### config.mk
export PLATFORM = sky130hd
export DESIGN_NAME = press_counter_7seg
export DESIGN_NICKNAME = d
export VERILOG_FILES = /design/src/rtl/press_counter_7seg.sv
export SDC_FILE = /design/constraint.sdc
export NUM_CORES = 1
export LEC_CHECK = 0
export BUFFER_PORTS_ARGS = -buffer_cell sky130_fd_sc_hd__buf_4
export CAP_MARGIN = 10
export CORE_ASPECT_RATIO = 0.9
export CORE_UTILIZATION = 58
export CTS_CLUSTER_DIAMETER = 80
export CTS_CLUSTER_SIZE = 20
export DETAILED_ROUTE_END_ITERATION = 8
export HOLD_SLACK_MARGIN = 0.08
export PLACE_DENSITY = 0.85
export SLEW_MARGIN = 40
export SYNTH_ARGS = -nofsm -noshare
export SYNTH_HDL_FRONTEND = slang
export SYNTH_SLANG_ARGS = --single-unit
export TNS_END_PERCENT = 100
### constraint.sdc
create_clock -name i_Clk -period 2.2 [get_ports i_Clk]
set_input_delay 0.11 -clock i_Clk [delete_from_list [all_inputs] [get_ports i_Clk]]
set_output_delay 0.11 -clock i_Clk [all_outputs]
set_load 0.005 [all_outputs]
### src/rtl/press_counter_7seg.sv
// Push-button press counter: a short press adds one to a two-digit BCD count,
// and a long press clears it. Both digits drive active-low seven-segment outputs.
module press_counter_7seg #(
    parameter int unsigned c_HOLD_LIMIT = 25000000,
    parameter int unsigned c_HOLD_WIDTH = 25
) (
    input  logic       i_Clk,
    input  logic       i_Rst,
    input  logic       i_Switch,
    output logic [3:0] o_Count_Tens,
    output logic [3:0] o_Count_Ones,
    output logic [6:0] o_Seg_Tens,
    output logic [6:0] o_Seg_Ones,
    output logic       o_Inc,
    output logic       o_Clear
);

    localparam int unsigned BCD_W = 4;
    localparam int unsigned SEG_W = 7;
    localparam logic [c_HOLD_WIDTH-1:0] HOLD_MAX = c_HOLD_WIDTH'(c_HOLD_LIMIT - 1);
    localparam logic [SEG_W-1:0] SEG_ZERO = 7'b0000001;

    typedef enum logic [1:0] {
        IDLE     = 2'd0,
        PRESSED  = 2'd1,
        WAIT_REL = 2'd2
    } state_t;

    state_t                  r_State;
    logic [c_HOLD_WIDTH-1:0] r_Hold;

    // Segment bit order is A..G from bit6 to bit0. A lit segment is 0. Non-BCD input blanks the digit.
    function automatic logic [SEG_W-1:0] seg_decode(input logic [BCD_W-1:0] digit);
        case (digit)
            4'd0:    seg_decode = 7'b0000001;
            4'd1:    seg_decode = 7'b1001111;
            4'd2:    seg_decode = 7'b0010010;
            4'd3:    seg_decode = 7'b0000110;
            4'd4:    seg_decode = 7'b1001100;
            4'd5:    seg_decode = 7'b0100100;
            4'd6:    seg_decode = 7'b0100000;
            4'd7:    seg_decode = 7'b0001111;
            4'd8:    seg_decode = 7'b0000000;
            4'd9:    seg_decode = 7'b0000100;
            default: seg_decode = 7'b1111111;
        endcase
    endfunction

    // Press classification FSM with BCD count and one-cycle event pulses
    always_ff @(posedge i_Clk) begin
        if (i_Rst) begin
            r_State      <= WAIT_REL;
            r_Hold       <= '0;
            o_Count_Tens <= '0;
            o_Count_Ones <= '0;
            o_Inc        <= 1'b0;
            o_Clear      <= 1'b0;
        end else begin
            o_Inc   <= 1'b0;
            o_Clear <= 1'b0;
            case (r_State)
                IDLE: begin
                    if (i_Switch) begin
                        r_State <= PRESSED;
                        r_Hold  <= c_HOLD_WIDTH'(1);
                    end
                end
                PRESSED: begin
                    if (i_Switch) begin
                        if (r_Hold < HOLD_MAX) begin
                            r_Hold <= r_Hold + c_HOLD_WIDTH'(1);
                        end else begin
                            o_Count_Tens <= '0;
                            o_Count_Ones <= '0;
                            o_Clear      <= 1'b1;
                            r_State      <= WAIT_REL;
                        end
                    end else begin
                        // Short press is counted on release. 99 wraps to 00.
                        o_Inc   <= 1'b1;
                        r_State <= IDLE;
                        if (o_Count_Ones >= BCD_W'(9)) begin
                            o_Count_Ones <= '0;
                            o_Count_Tens <= (o_Count_Tens >= BCD_W'(9)) ? '0
                                            : o_Count_Tens + BCD_W'(1);
                        end else begin
                            o_Count_Ones <= o_Count_Ones + BCD_W'(1);
                        end
                    end
                end
                WAIT_REL: begin
                    if (!i_Switch) begin
                        r_State <= IDLE;
                    end
                end
                default: begin
                    r_State <= WAIT_REL;
                end
            endcase
        end
    end

    // The segment outputs are decoded from the count registers and lag them by one cycle.
    always_ff @(posedge i_Clk) begin
        if (i_Rst) begin
            o_Seg_Tens <= SEG_ZERO;
            o_Seg_Ones <= SEG_ZERO;
        end else begin
            o_Seg_Tens <= seg_decode(o_Count_Tens);
            o_Seg_Ones <= seg_decode(o_Count_Ones);
        end
    end

endmodule

==> flow_summary.json, run 1 <==
{
  "setup_violations": 0,
  "synth_edf_count": 0,
  "drv_cap": 0,
  "die_area_sq_um": 4810,
  "vias": 2488,
  "dp.final_hpwl_mm": 3.99,
  "ant_nets": 0,
  "synth-simple-area-share": 0.277,
  "synthXorXnorAreaFrac": 0,
  "layout-drive-gt1-share": 0.165,
  "path_clk_slew_ns": 0.09,
  "antenna_found_initial": 0,
  "ys.warnings.count": 0,
  "path_cells": "nand4bb_1 -> a211oi_2 -> a22oi_4 -> a21boi_4 -> buf_12 -> or4_1 -> a21oi_1",
  "max_stage_delay_ns": 0.51,
  "synth_compound_area_frac": 0.232,
  "cts_buffers": 5,
  "rsz0062_at_grt": "true",
  "fmaxAchievable_ghz": 0.487,
  "arrival_ns": 2.28,
  "cts_max_level": 2,
  "fin_crit_ns": 2.05,
  "post_cts_buffers": 0,
  "p_per_area_nw_per_um2": 535,
  "io_pins": 27,
  "grt_pass1_wl_mm": 10.2,
  "drt_iter0_markers": 309,
  "crit_path_top_delay_cell": "or4_1",
  "row_count": 22,
  "skew_ns": 0.00847,
  "synth_top_family_by_area": "simple AND/OR/NAND/NOR gates",
  "tritoncts": "yes",
  "post_cts_resized": 0,
  "overflow": 0,
  "cts_root_buffer": "clkbuf_8",
  "r2r_start": "r_Hold[17]",
  "synth_fa_ha_area_frac": 0.0476,
  "synth_nets": 330,
  "routed_wl_mm": 5.96,
  "async_flop_share": 0,
  "synthMuxAreaShare": 0.0119,
  "gp_congestion": 0.926,
  "r2r_cells": 7,
  "die_width_um": 73.0,
  "core_sq_um": 4210,
  "synth_area_sq_um": 2630,
  "grt_util_all_layers": 0.272,
  "crit_type": "reg2reg",
  "holdWs_ns": 0.109,
  "r2r_setup_slack_ns": 0.15,
  "peakVddDrop_mv": 0.304,
  "outcome": "finished clean",
  "syn_area_per_cell_sq_um": 8.29,
  "synth_area_leaders": "dfxtp_1 (39%), a21oi_1 (6.7%), ha_1 (4.8%)",
  "hold_buffers": 0,
  "postLayoutSetupSlackWorst_ns": 0.148,
  "synthFlopType": "dfxtp_1",
  "drc_errors": 0,
  "yosys.area.top_type": "dfxtp_1",
  "synth_top_area_share": 0.388,
  "start_kind": "flip-flop",
  "cts_sinks": 51,
  "wl_per_cell_um": 14.7,
  "dr.pass1.iters": 6,
  "die_y_um": 65.9,
  "grt_max_degree": 37,
  "cp_max_fo": 36,
  "syn_to_final_growth_pct": 15.6,
  "min_from": "i_Switch",
  "insertion_delay_ns": 0.30,
  "slew_viol_final": 0,
  "worst_slew_margin_rel": 0.669,
  "place_ws_ns": 0.192,
  "ys_seq_area_frac": 0.388,
  "hold_path.class": "in2reg",
  "whs_path_depth": 2,
  "synth-seq-cells": 51,
  "holdPathEnd": "o_Inc",
  "cp.required_ns": 2.43,
  "critPathCaptureType": "flip-flop",
  "netlist_instances": 317,
  "clk_path_buf_depth": 2,
  "tightest_slew_ns": 0.495,
  "synth_common_cells": "dfxtp_1 (51), a21oi_1 (35), nand2_1 (31), nor2_1 (22), o21ai_0 (16)",
  "yosys.cell_types.count": 51,
  "finalNetCount": 359,
  "hold_viol": 0,
  "finalCritPeriodShare": 0.933,
  "viasPerCell": 6.13,
  "grt_pass1_vias": 2158,
  "start_util": 0.624,
  "antenna_cells": 0,
  "p_leak_nw": 1.16,
  "r2r_end": "r_Hold[14]",
  "port_buffers": 26,
  "yosys.cell_count.top_type": "dfxtp_1"
}
==> flip-flops by register name, indices dropped and copies added, names as in the netlist <==
| register | count |
|---|---|
| o_Seg_Tens | 7 |
| o_Count_Tens | 4 |
| r_State | 2 |
| r_Hold | 25 |
| o_Inc | 1 |
| o_Clear | 1 |
| o_Seg_Ones | 7 |
| o_Count_Ones | 4 |
==> cell families (layout without fill, tap and decap cells) <==
kind of cell / Yosys count / after routing
DFF: 51 / 51
AOI/OAI and AO/OA: 92 / 92
and+or+nand+nor: 136 / 136
adders and majority gates: 10 / 10
buffers and inverters: 25 / 54
muxes: 3 / 3
==> area by class of cell <==
cell class | count | area (sq um)
clock buffers | 6 | 72.6
repair buffers | 39 | 305
fillers | 349 | 1170
well taps | 60 | 75.1
inverters | 8 | 30.0
multi-input cells | 241 | 1500
clock inverters | 1 | 30.0
flip-flops and latches | 51 | 1020
==> routing by layer <==
layer | part of all wire | track usage | vias up
li1 | - | - | 1230
met2 | 0.44 | 0.411 | 88
met4 | 0.012 | 0.0760 | 0
met3 | 0.060 | 0.0595 | 12
met1 | 0.48 | 0.387 | 1158
met5 | 0 | 0 | -
==> worst max-delay path, delay by kind of cell, from the launching register on <==
family | cells | cell delay, ns
buf+inv | 1 | 0.18
simple gates | 2 | 0.71
compound gates | 4 | 0.65
flops | 1 | 0.43
==> how the worst max path moves through the flow <==
| stage | startpoint | end | slack (ns) | cells past startpoint |
|---|---|---|---|---|
| detailed placement | o_Count_Ones[0] | o_Count_Tens[0] | 0.19 | 7 |
| global route | r_Hold[13] | r_Hold[18] | -0.005 | 7 |
| finish | r_Hold[17] | r_Hold[14] | 0.15 | 7 |
| global placement | o_Count_Ones[0] | o_Count_Tens[0] | 0.26 | 7 |
| floorplan | o_Count_Ones[1] | o_Count_Tens[3] | 0.25 | 8 |
| CTS | o_Count_Ones[0] | o_Count_Tens[3] | 0.13 | 8 |
==> power breakdown <==
group          leakage [nW]  total (mW)  switching [mW]  internal [mW]
combinational         0.697      0.0656          0.0418         0.0237
sequential            0.412       0.932         0.00589          0.926
clock                0.0513       0.628           0.294          0.334
==> cells in the final DEF, fill, tap and decap left out, drive strengths merged, types with 3 or more instances in the layout <==
cell type	count
nor3	13
nand2	31
o21ai	17
or2	3
clkbuf	6
or4	8
a41oi	3
buf	39
inv	8
o31ai	8
and3	7
a211oi	5
a21oi	35
nor2b	4
or3	9
nand4	7
dfxtp	51
nand2b	10
o21a	3
a31oi	7
nand3	13
nor2	22
ha	10
==> metrics by stage <==
step	cells	utilization	power (mW)	cell area, sq um	TNS, ns
floorplan	317	-	0.996	2630	0
global placement	399	0.695	1.02	2930	0
detailed placement	399	0.695	1.02	2930	0
CTS	406	0.719	1.63	3030	0
global route	406	0.722	1.68	3040	-0.00544
finish	406	0.722	1.63	3040	0
(Power assumes the default switching activity.)
==> run 2: changes to the inputs <==
--- a/config.mk
+++ b/config.mk
@@ -7,6 +7,5 @@
 export LEC_CHECK = 0
-export BUFFER_PORTS_ARGS = -buffer_cell sky130_fd_sc_hd__buf_4
 export CAP_MARGIN = 10
 export CORE_ASPECT_RATIO = 0.9
-export CORE_UTILIZATION = 58
+export CORE_UTILIZATION = 60
 export CTS_CLUSTER_DIAMETER = 80
@@ -14,4 +13,5 @@
 export DETAILED_ROUTE_END_ITERATION = 8
+export DONT_BUFFER_PORTS = 1
 export HOLD_SLACK_MARGIN = 0.08
-export PLACE_DENSITY = 0.85
+export PLACE_DENSITY = 0.82
 export SLEW_MARGIN = 40
--- a/constraint.sdc
+++ b/constraint.sdc
@@ -3,2 +3,2 @@
 set_output_delay 0.11 -clock i_Clk [all_outputs]
-set_load 0.005 [all_outputs]
+set_load 0.1 [all_outputs]
==> flow_summary.json, run 2 (synthesized netlist as in run 1, its figures left out) <==
{
  "outcome": "finished clean",
  "grt_max_degree": 31,
  "combPwrFrac": 0.043,
  "start_util": 0.637,
  "top_regs": "r_Hold (25), o_Seg_Ones (7), o_Seg_Tens (7)",
  "grt_util_all_layers": 0.272,
  "start_kind": "flip-flop",
  "wl_per_cell_um": 15.2,
  "cp_max_fo": 21,
  "drc_errors": 0,
  "hold_path.class": "in2reg",
  "layout_common_cells": "dfxtp_1 (42), a21oi_1 (34), buf_4 (33), nand2_1 (31), nor2_1 (22)",
  "p_switching_mw": 0.358,
  "p_clk_frac": 0.390,
  "worst_slew_margin_rel": 0.644,
  "die_area_sq_um": 4650,
  "dr.pass1.iters": 6,
  "peakVddDrop_mv": 0.416,
  "netSwitchingFraction": 0.219,
  "viasPerCell": 6.27,
  "drt_iter0_markers": 224,
  "cts_root_buffer": "clkbuf_8",
  "p_per_area_nw_per_um2": 546,
  "clk_path_buf_depth": 2,
  "die_width_um": 71.8,
  "tightest_slew_ns": 0.533,
  "vias": 2451,
  "grt_pass1_wl_mm": 9.93,
  "whs_path_depth": 3,
  "r2r_setup_slack_ns": 0.16,
  "final_cell_count_no_fill": 391,
  "p_leak_nw": 1.14,
  "critPathCaptureType": "flip-flop",
  "r2r_start": "r_Hold[6]",
  "register_area_sq_um": 1040,
  "gp_congestion": 0.819,
  "row_count": 22,
  "arrival_ns": 2.28,
  "min_from": "i_Switch",
  "syn_to_final_growth_pct": 14.1,
  "p_int_mw": 1.28,
  "antenna_found_initial": 0,
  "dp.cells": 380,
  "cts_buffers": 5,
  "dpl_cell_area_sq_um": 2860,
  "crit_type": "reg2reg",
  "r2r_end": "r_Hold[8]",
  "stdcell_area_sq_um": 3000,
  "multi_input_area_sq_um": 1500,
  "overflow": 0,
  "fmaxAchievable_ghz": 0.491,
  "finalCritPeriodShare": 0.926,
  "tritoncts": "yes",
  "p_total_mw": 1.64,
  "grt_pass1_vias": 2122,
  "finalSetupTns_ns": 0,
  "holdPathEnd": "o_Count_Ones[0]",
  "setup_violations": 0,
  "port_buffers": 0,
  "skew_ns": 0.00757,
  "drv_cap": 0,
  "cp.required_ns": 2.44,
  "core_sq_um": 4130,
  "layout_commonest_cell": "dfxtp_1",
  "r2r_cells": 8,
  "io_pins": 27,
  "finalNetCount": 355,
  "largest_reg_flops": 25,
  "cts_max_level": 2,
  "fin_crit_ns": 2.04,
  "routed_wl_mm": 5.94,
  "pwr-share-seq": 0.567,
  "regMostFlops": "r_Hold",
  "insertion_delay_ns": 0.31,
  "nFillCells": 333,
  "cts_sinks": 51,
  "die_y_um": 64.8,
  "antenna_cells": 0,
  "hold_viol": 0,
  "path_clk_slew_ns": 0.09,
  "slew_viol_final": 0,
  "layout-drive-gt1-share": 0.181,
  "rsz0062_at_grt": "false",
  "ant_nets": 0,
  "dp.final_hpwl_mm": 4.06
}
## run 2: cell count changes in the layout (fill, tap and decap cells not counted), moves of 3 or more
cell | previous run | this run
dfxtp_4 | 0 | 3
buf_4 | 38 | 33
dfxtp_1 | 50 | 42
dfxtp_2 | 1 | 6
## run 2: worst max-delay path, stage by stage (launching register included)
cell and delay [ns]:
dfxtp_1 0.37, nor3_1 0.26, o21ai_0 0.15, nand4_1 0.10
buf_4 0.16, a21boi_4 0.06, buf_4 0.20, or4_1 0.51
a21oi_1 0.16
## run 2: what timing repair did
action,in CTS,in global routing
endpoints found under the hold margin,33,0
gates resized for setup,0,2
buffers inserted,0,1
endpoints found under the setup margin,0,14
hold buffers,2,0
## run 2: area by class of cell
type,count,area share
Clock buffer,5,0.0229
Clock inverter,3,0.0129
Inverter,8,0.0100
Tap cell,48,0.0200
Timing Repair Buffer,35,0.0876
Sequential cell,51,0.347
Multi-Input combinational cell,241,0.500
## run 2: worst max path at each step
stage / startpoint / slack (ns) / endpoint
after detailed placement: r_Hold[2] / 0.17 / r_Hold[3]
after global placement: r_Hold[17] / 0.23 / r_Hold[12]
after global routing: o_Count_Ones[0] / 0.03 / o_Count_Tens[3]
final: r_Hold[6] / 0.16 / r_Hold[8]
after CTS: r_Hold[6] / 0.13 / r_Hold[8]
after floorplan: o_Count_Ones[3] / 0.04 / o_Count_Tens[0]
## run 2: layer usage
layer / global-route usage / vias to the layer above / share of wire / routed length [um]
li1: - / 1219 / - / -
met1: 0.374 / 1130 / 0.49 / 2890
met2: 0.432 / 90 / 0.44 / 2640
met3: 0.0529 / 12 / 0.053 / 315
met4: 0.0833 / 0 / 0.015 / 90
met5: 0 / - / 0 / 0
## run 2: power by group through the flow
stage	Combinational, mW	Sequential (mW)	Clock, mW
finish	0.0706	0.928	0.638
global route	0.0754	0.929	0.680
CTS	0.0695	0.927	0.650
detailed placement	0.0565	0.949	0
global placement	0.0557	0.949	0
floorplan	0.0450	0.954	0
## run 2: through the flow
stage | setup WS [ns] | utilization | hold WS (ns)
floorplan | 0.0357 | - | 0.297
global placement | 0.226 | 0.693 | 0.172
detailed placement | 0.166 | 0.694 | 0.177
CTS | 0.125 | 0.725 | 0.0972
global route | 0.0253 | 0.726 | 0.117
finish | 0.162 | 0.726 | 0.101
